--- src/rtl/sb_tx_arbiter.sv ---
// Round-robin arbiter sharing the sideband TX encoder between LTSM sub-state controllers.
// Optional watchdog abort is enabled by defining SB_ARB_TIMEOUT_EN.
module sb_tx_arbiter #(
   parameter int N_REQ          = 4,
   parameter int SB_MSG_WIDTH   = 4,
   parameter int TIMEOUT_CYCLES = 8000,
   parameter int TO_W           = 14
) (
   input  logic                          i_clk,
   input  logic                          i_rst_n,
   input  logic [N_REQ-1:0]              i_req_valid,
   input  logic [N_REQ*SB_MSG_WIDTH-1:0] i_req_msg,
   input  logic                          i_sb_busy,
   output logic [SB_MSG_WIDTH-1:0]       o_sb_msg,
   output logic                          o_sb_valid,
   output logic [N_REQ-1:0]              o_grant,
   output logic [N_REQ-1:0]              o_done,
   output logic                          o_timeout
);

   localparam int PTR_W = (N_REQ > 2) ? $clog2(N_REQ) : 1;

   localparam logic [1:0] S_IDLE    = 2'd0;
   localparam logic [1:0] S_LAUNCH  = 2'd1;
   localparam logic [1:0] S_WAIT    = 2'd2;
   localparam logic [1:0] S_RELEASE = 2'd3;

   logic [1:0]              state;
   logic [PTR_W-1:0]        rr_ptr;
   logic [PTR_W-1:0]        owner;
   logic [PTR_W-1:0]        nxt_ptr;
   logic [PTR_W-1:0]        pick;
   logic [PTR_W:0]          cand;
   logic                    found;
   logic [SB_MSG_WIDTH-1:0] sel_msg;
   logic                    busy_d;
   logic                    active;
   logic                    to_hit;

   // Scan from rr_ptr upward, wrapping, and take the first valid requester.
   always_comb begin
      found = 1'b0;
      pick  = '0;
      cand  = '0;
      for (int i = 0; i < N_REQ; i++) begin
         cand = {1'b0, rr_ptr} + (PTR_W+1)'(i);
         if (cand >= (PTR_W+1)'(N_REQ))
            cand = cand - (PTR_W+1)'(N_REQ);
         if (!found && i_req_valid[cand[PTR_W-1:0]]) begin
            found = 1'b1;
            pick  = cand[PTR_W-1:0];
         end
      end
   end

   always_comb begin
      sel_msg = '0;
      for (int j = 0; j < N_REQ; j++) begin
         if (PTR_W'(j) == pick)
            sel_msg = i_req_msg[j*SB_MSG_WIDTH +: SB_MSG_WIDTH];
      end
   end

   assign nxt_ptr = (owner == PTR_W'(N_REQ-1)) ? '0 : owner + 1'b1;
   assign active  = (state == S_LAUNCH) || (state == S_WAIT);

`ifdef SB_ARB_TIMEOUT_EN
   logic [TO_W-1:0] to_cnt;
   logic            to_q;

   assign to_hit    = active && (to_cnt == TO_W'(TIMEOUT_CYCLES-1));
   assign o_timeout = to_q;

   always_ff @(posedge i_clk or negedge i_rst_n) begin
      if (!i_rst_n) begin
         to_cnt <= '0;
         to_q   <= 1'b0;
      end else begin
         to_q <= to_hit;
         if (active)
            to_cnt <= to_cnt + 1'b1;
         else
            to_cnt <= '0;
      end
   end
`else
   assign to_hit    = 1'b0;
   assign o_timeout = 1'b0;
`endif

   always_ff @(posedge i_clk or negedge i_rst_n) begin
      if (!i_rst_n)
         busy_d <= 1'b0;
      else
         busy_d <= i_sb_busy;
   end

   always_ff @(posedge i_clk or negedge i_rst_n) begin
      if (!i_rst_n) begin
         state      <= S_IDLE;
         rr_ptr     <= '0;
         owner      <= '0;
         o_grant    <= '0;
         o_sb_msg   <= '0;
         o_sb_valid <= 1'b0;
         o_done     <= '0;
      end else begin
         o_done <= '0;
         unique case (state)
            S_IDLE: begin
               if (found) begin
                  owner      <= pick;
                  o_grant    <= {{(N_REQ-1){1'b0}}, 1'b1} << pick;
                  o_sb_msg   <= sel_msg;
                  o_sb_valid <= 1'b1;
                  state      <= S_LAUNCH;
               end
            end
            S_LAUNCH: begin
               if (to_hit) begin
                  o_grant    <= '0;
                  o_sb_valid <= 1'b0;
                  rr_ptr     <= nxt_ptr;
                  state      <= S_RELEASE;
               end else if (i_sb_busy) begin
                  o_sb_valid <= 1'b0;
                  state      <= S_WAIT;
               end else if (!i_req_valid[owner]) begin
                  // Withdrawn before acceptance: the owner keeps its turn.
                  o_grant    <= '0;
                  o_sb_valid <= 1'b0;
                  state      <= S_RELEASE;
               end
            end
            S_WAIT: begin
               if (to_hit) begin
                  o_grant <= '0;
                  rr_ptr  <= nxt_ptr;
                  state   <= S_RELEASE;
               end else if (busy_d && !i_sb_busy) begin
                  o_done  <= o_grant;
                  o_grant <= '0;
                  rr_ptr  <= nxt_ptr;
                  state   <= S_RELEASE;
               end
            end
            S_RELEASE: state <= S_IDLE;
            default:   state <= S_IDLE;
         endcase
      end
   end

endmodule

--- config.mk ---
export PLATFORM = sky130hd
export DESIGN_NAME = sb_tx_arbiter
export DESIGN_NICKNAME = d
export VERILOG_FILES = /design/src/rtl/sb_tx_arbiter.sv
export SDC_FILE = /design/constraint.sdc
export NUM_CORES = 1
export LEC_CHECK = 0
export ABC_CLOCK_PERIOD_IN_PS = 1650
export BUFFER_PORTS_ARGS = -buffer_cell sky130_fd_sc_hd__buf_4
export CORE_ASPECT_RATIO = 1.75
export CORE_MARGIN = 1.5
export CORE_UTILIZATION = 30
export DETAILED_ROUTE_END_ITERATION = 10
export SLEW_MARGIN = 20
export SYNTH_ARGS = -nofsm -noshare
export SYNTH_HDL_FRONTEND = slang
export SYNTH_SLANG_ARGS = --single-unit
--- constraint.sdc ---
create_clock -name i_clk -period 1.65 [get_ports i_clk]
set_clock_uncertainty 0.05 [all_clocks]
set_input_delay 0.4125 -clock i_clk [delete_from_list [all_inputs] [get_ports i_clk]]
set_output_delay 0.4125 -clock i_clk [all_outputs]
set_load 0.005 [all_outputs]
==> impl_results.md, run 1 <==
* Outcome: complete, but fails checks
* Violated checks: setup timing
* FMAX at 594.6 MHz
* Crit path capture type: register
* Vias in the first global route at 1038
* Gr usage total at 14.22%
* Crit path launch type: register
* Final Hold Vio Count at 0
* Psw at 0.9466 mW
* Drt pass-1 iters at 4
* Cell Area, Placed at 1545 sq um
* Pint at 1.753 mW
* Remaining Overflow, GRT at 0
* DR iter-0 viols at 16
* CP Cell Sequence: mux4_2 > o21ai_2 > nand3b_4 > nor4b_2 > a21o_1
* Post-Synthesis Cell Area at 1136 sq um
* Final RePlAce weighted congestion at 0.8204
* Antenna violations before repair at 0
* Max Cap Viol at 0
* Post-synthesis sequential area ratio at 44.05%
* Synth Register Bits at 20
* Final core utilization at 46.79%
* ANT cells at 0
* Worst-path fanout max at 8
* Final WS setup at -0.03180 ns
* Remaining antenna violation count at 0
* Buffers plus inverters on the worst setup path at 0
* Most common cell after layout, fill and taps aside: buf_4
* Post-route insts no fill at 209
* Max-slew violation count at 0
* Synth Instances at 108
* Reg clk slew, reported paths at 0.08 ns
* Distinct cell type count after synthesis at 35
* Top Ports at 37
* Part of the cycle the worst path needs at 101.9%
* Min cycle time layout at 1.682 ns
* Die area at 4180 sq um
* Hold Slack at 0.3377 ns
* Share of layout cells above drive strength 1 at 46.01%
* Detailed placer's ending HPWL at 2.252 mm
* Design area at 1698 sq um
* Largest delay contributor family on the critical path: multiplexers
* Clk pwr share at 17.8%
* RSZ-0062 raised after global routing: yes
* Placed Cells at 201
* # nets final at 193
* Starting Density at 31.31%
* Flop pwr share at 29.4%
* Die Width at 49.52 microns
* Leakage at 0.8124 nW
* Gate power share at 52.8%
* Slowest CP cell: mux4_2
* Synth-to-layout area growth at 49.45%
* Setup TNS at -0.05835 ns
* WL/cell at 13.08 microns
* TritonCTS Sinks at 20
* Synth Net Count at 137
* HP Class: in -> reg
* Clock Latency Late Sink at 0.25 ns
* Critical Path RT at 1.80 ns
* Crit Path Class: reg -> reg
* Switching share of power at 35.06%
* CTS tree: yes
* Slowest stage delay, CP at 0.55 ns
* Pin count of the biggest net entering global routing at 21
* Vias at 995
* Htree depth at 1
* VDD IR max at 0.0007626 V
* Dpl ws at -0.2261 ns
* Clk root buf: clkbuf_8
* YS warnings at 0
* Most frequent cells in the layout: 53 x buf_4, 20 x dfrtp_1, 8 x nor2_1, 8 x nand2_1
* Vias per std cell at 4.761
* # setup viols final at 2
* DRC violations left at 0
* Core Area at 3628 sq um
* First-pass GRT wire length at 4.685 mm
* Worst path arrival time at 1.83 ns
* CTS buffer count at 3
* Row cnt at 29
* Final wirelength at 2.733 mm
* Port Buf Inserts at 35
* Die Height at 84.41 microns
* Syn_area_per_cell at 10.52 sq um
* Max Buffers Root-to-Sink at 2
* Tot Pwr at 2.700 mW
* Pwr dens at 1590 nW/um^2
## synth_stat cells
| cell | number | area [sq um] |
|---|---|---|
| a211o_2 | 1 | 10.01 |
| a211oi_1 | 8 | 60.06 |
| a21boi_0 | 4 | 30.03 |
| a21o_1 | 1 | 7.510 |
| a22oi_1 | 1 | 7.510 |
| a31oi_1 | 1 | 6.260 |
| and2_1 | 4 | 25.02 |
| and2_4 | 1 | 8.760 |
| and3b_1 | 1 | 8.760 |
| buf_2 | 1 | 5.000 |
| buf_4 | 1 | 7.510 |
| buf_6 | 1 | 11.26 |
| conb_1 | 1 | 3.750 |
| dfrtp_1 | 20 | 500.5 |
| ha_1 | 6 | 75.07 |
| inv_1 | 5 | 18.77 |
| mux2_2 | 3 | 33.78 |
| mux2i_1 | 4 | 40.04 |
| mux4_2 | 1 | 22.52 |
| nand2_1 | 8 | 30.03 |
| nand2b_1 | 2 | 12.51 |
| nand3b_1 | 1 | 7.510 |
| nand3b_2 | 1 | 11.26 |
| nand4b_1 | 1 | 8.760 |
| nor2_1 | 9 | 33.78 |
| nor2b_1 | 6 | 37.54 |
| nor4_1 | 1 | 6.260 |
| nor4b_2 | 1 | 15.01 |
| o21a_1 | 1 | 7.510 |
| o21ai_0 | 6 | 30.03 |
| o21ai_2 | 1 | 8.760 |
| o21bai_1 | 1 | 7.510 |
| o21bai_2 | 1 | 11.26 |
| o22a_1 | 1 | 8.760 |
| o41ai_1 | 2 | 17.52 |
## power groups by stage
| stage | combinational (mW) | clock [mW] | sequential [mW] |
|---|---|---|---|
| after floorplan | 0.761 | 0 | 0.796 |
| after global placement | 1.24 | 0 | 0.803 |
| after detailed placement | 1.28 | 0 | 0.811 |
| final | 1.43 | 0.481 | 0.793 |
| after global routing | 1.57 | 0.512 | 0.818 |
| after CTS | 1.31 | 0.491 | 0.804 |
## metal layers
layer	vias to the layer above	routed length, microns	part of all wire [%]	global-route usage, %
li1	493	-	-	-
met1	476	977	36	14.63
met2	24	1642	60	27.76
met3	2	89	3.3	2.491
met4	0	23	0.84	4.545
met5	-	0	0	0
## kinds of logic (layout without fill, tap and decap cells)
group / count (synthesis) / after routing / share of synthesized area, %
adders and majority gates: 6 / 6 / 6.608
and+or+nand+nor: 36 / 36 / 18.06
buffers and inverters: 8 / 63 / 3.744
muxes: 8 / 8 / 8.480
other: 1 / 1 / 0.3301
DFF: 20 / 20 / 44.05
AOI/OAI and AO/OA: 29 / 29 / 18.72
## sequential cells by signal, indices dropped and copies added (netlist names)
name        count
o_grant         4
state           2
o_done          4
o_sb_valid      1
busy_d          1
owner           2
o_sb_msg        4
rr_ptr          2
## layout make-up
type / count / area (sq um)
fillers: 358 / 1931
multi-input cells: 80 / 641.9
flip-flops and latches: 20 / 500.5
repair buffers: 54 / 407.9
well taps: 46 / 57.56
clock buffers: 3 / 41.29
clock inverters: 1 / 30.03
inverters: 5 / 18.77
## worst paths after layout
check | depth (start not counted) | from | endpoint | slack, ns
max in group asynchronous | 2 | i_rst_n | busy_d$_DFF_PN0_ | 0.83
worst max-delay path | 5 | owner[0]$_DFFE_PN0P_ | o_grant[1]$_DFFE_PN0P_ | -0.03
worst min register to register | 2 | o_grant[0]$_DFFE_PN0P_ | o_grant[0]$_DFFE_PN0P_ | 0.46
min in group asynchronous | 2 | i_rst_n | o_done[0]$_DFF_PN0_ | 0.51
worst min-delay path | 2 | i_sb_busy | busy_d$_DFF_PN0_ | 0.34
worst max register to register | 5 | owner[0]$_DFFE_PN0P_ | o_grant[1]$_DFFE_PN0P_ | -0.03
## timing repair
action | in CTS | in global routing
setup buffers | 0 | 3
hold buffers | 1 | 0
endpoints found under the setup margin | 3 | 11
resized for setup | 1 | 11
endpoints found under the hold margin | 20 | 0
No activity file was read; power rests on OpenSTA's default activity.
==> inputs of run 2 (changes only) <==
CELL_PAD_IN_SITES_DETAIL_PLACEMENT = 2   (was unset)
CELL_PAD_IN_SITES_GLOBAL_PLACEMENT = 2   (was unset)
CORE_UTILIZATION = 27   (was 30)
CTS_CLUSTER_DIAMETER = 100   (was unset)
PLACE_DENSITY_LB_ADDON = 0.1   (was unset)
==> run 2 against run 1 <==
Compared with the run above: the run still ends with setup timing left; register-to-register slack lost 0.02 ns; fmax shrank 1.2%; cell count grew 2.4%; sequential cell count is the same; first-iteration DRC count shrank 50%; critical path depth is the same; critical path type unchanged; largest cell class unchanged.
==> impl_results.md, run 2 (same netlist as run 1, synthesis figures left out) <==
* Placed Cells at 207
* VDD IR max at 0.0006362 V
* Top Ports at 37
* Row cnt at 31
* CTS tree: yes
* Die area at 4621 sq um
* Final RePlAce weighted congestion at 0.7610
* Reg clk slew, reported paths at 0.08 ns
* DRC violations left at 0
* Remaining Overflow, GRT at 0
* Reg2reg path depth at 5
* Most frequent cells in the layout: 55 x buf_4, 20 x dfrtp_1, 8 x nor2_1, 8 x nand2_1
* Final WS setup at -0.05305 ns
* Max Cap Viol at 0
* Core Area at 4073 sq um
* Part of the cycle the worst path needs at 103.2%
* First-pass GRT wire length at 5.699 mm
* Remaining antenna violation count at 0
* Fillers at 448
* Worst r2r dst: o_grant[1]$_DFFE_PN0P_
* Pwr dens at 1629 nW/um^2
* Worst Hold Endpoint: busy_d$_DFF_PN0_
* RSZ-0062 raised after global routing: yes
* Biggest regs: o_done x4, o_grant x4, o_sb_msg x4
* Min-delay src: i_sb_busy
* Port Buf Inserts at 35
* Design area at 1732 sq um
* Most common cell after layout, fill and taps aside: buf_4
* Final Hold Vio Count at 0
* Final wirelength at 3.569 mm
* ANT cells at 0
* # setup viols final at 2
* CTS buffer count at 3
* Crit Reg-Reg Startpoint: owner[0]$_DFFE_PN0P_
* Htree depth at 1
* Max-slew violation count at 0
* Outcome: complete, but fails checks
* Violated checks: setup timing
* TritonCTS Sinks at 20
* HP Class: in -> reg
* Critical Path RT at 1.81 ns
* # nets final at 195
* Crit Path Class: reg -> reg
* Pin count of the biggest net entering global routing at 21
* Detailed placer's ending HPWL at 2.806 mm
* Vias per std cell at 4.864
* Leakage at 0.8330 nW
* Starting Density at 27.90%
* Dpl ws at -0.2019 ns
* WL/cell at 16.68 microns
* Worst-path fanout max at 8
* Vias at 1041
* Worst R2R Setup Slack at -0.05 ns
* Gr usage total at 16.89%
* Synth-to-layout area growth at 52.42%
* Min cycle time layout at 1.703 ns
* FMAX at 587.2 MHz
* DR iter-0 viols at 8
* Antenna violations before repair at 0
* Clock Latency Late Sink at 0.26 ns
* Share of layout cells above drive strength 1 at 47.88%
* Cell Area, Placed at 1572 sq um
* Die Width at 52.04 microns
* Drt pass-1 iters at 4
* Vias in the first global route at 1228
* Clk root buf: clkbuf_8
* Die Height at 88.81 microns
* Crit path launch type: register
* Worst path arrival time at 1.86 ns
* Max Buffers Root-to-Sink at 2
* Crit path capture type: register
* Hold Path Cell Cnt at 2
* Post-route insts no fill at 214
-- run 2: power by group --
part,internal [mW],switching (mW)
Combinational,0.860,0.777
Clock,0.213,0.174
Sequential,0.666,0.132
Total,1.74,1.08
-- run 2: per-stage QoR --
| stage | hold slack (ns) | power (mW) | setup TNS (ns) | util (%) |
|---|---|---|---|---|
| 2_1_floorplan | 0.06691 | 1.557 | 0 | - |
| 3_3_place_gp | 0.2588 | 2.158 | -1.013 | 38.59 |
| 3_5_place_dp | 0.2686 | 2.240 | -1.511 | 38.59 |
| 4_1_cts | 0.3319 | 2.772 | -0.1428 | 41.75 |
| 5_1_grt | 0.3369 | 3.026 | -0.4535 | 42.52 |
| 6_report | 0.3361 | 2.822 | -0.05850 | 42.52 |
-- run 2: worst max-delay path: stages, from the launching register on --
cell and delay (ns):
dfrtp_1 0.41, mux4_2 0.54, o21ai_2 0.17, nand3b_4 0.15
nor4b_4 0.22, a21o_1 0.11
-- run 2: how the worst max path moves through the flow --
stage	start	endpoint	depth (start not counted)
2_1_floorplan	i_req_valid[2]	o_sb_msg[0]$_DFFE_PN0P_	6
3_3_place_gp	i_req_valid[3]	o_grant[1]$_DFFE_PN0P_	6
3_5_place_dp	i_req_valid[3]	o_grant[0]$_DFFE_PN0P_	5
4_1_cts	owner[0]$_DFFE_PN0P_	o_grant[1]$_DFFE_PN0P_	5
5_1_grt	owner[0]$_DFFE_PN0P_	o_grant[1]$_DFFE_PN0P_	5
6_report	owner[0]$_DFFE_PN0P_	o_grant[1]$_DFFE_PN0P_	5
-- run 2: what timing repair did --
action                                 in CTS  in global routing
endpoints found under the hold margin      20                  0
setup endpoints to repair                  12                 10
buffers inserted                            2                  0
hold buffers                                1                  0
gates resized for setup                    10                  8
-- run 2: final cells by class --
cell class	count	area [sq um]	share of cell area, %
inverter	5	18.77	1.084
tap	49	61.31	3.540
sequential	20	500.5	28.90
clock buffer	4	55.05	3.179
multi-input combinational	80	673.1	38.87
timing repair buffer	56	422.9	24.42
-- run 2: metal layers --
| layer | share of wire [%] | vias up | wire length [microns] | GRT usage [%] |
|---|---|---|---|---|
| met4 | 1.9 | 0 | 67 | 7.895 |
| li1 | - | 493 | - | - |
| met2 | 59 | 33 | 2090 | 32.34 |
| met1 | 36 | 509 | 1278 | 17.47 |
| met5 | 0 | - | 0 | 0 |
| met3 | 3.7 | 6 | 132 | 2.027 |
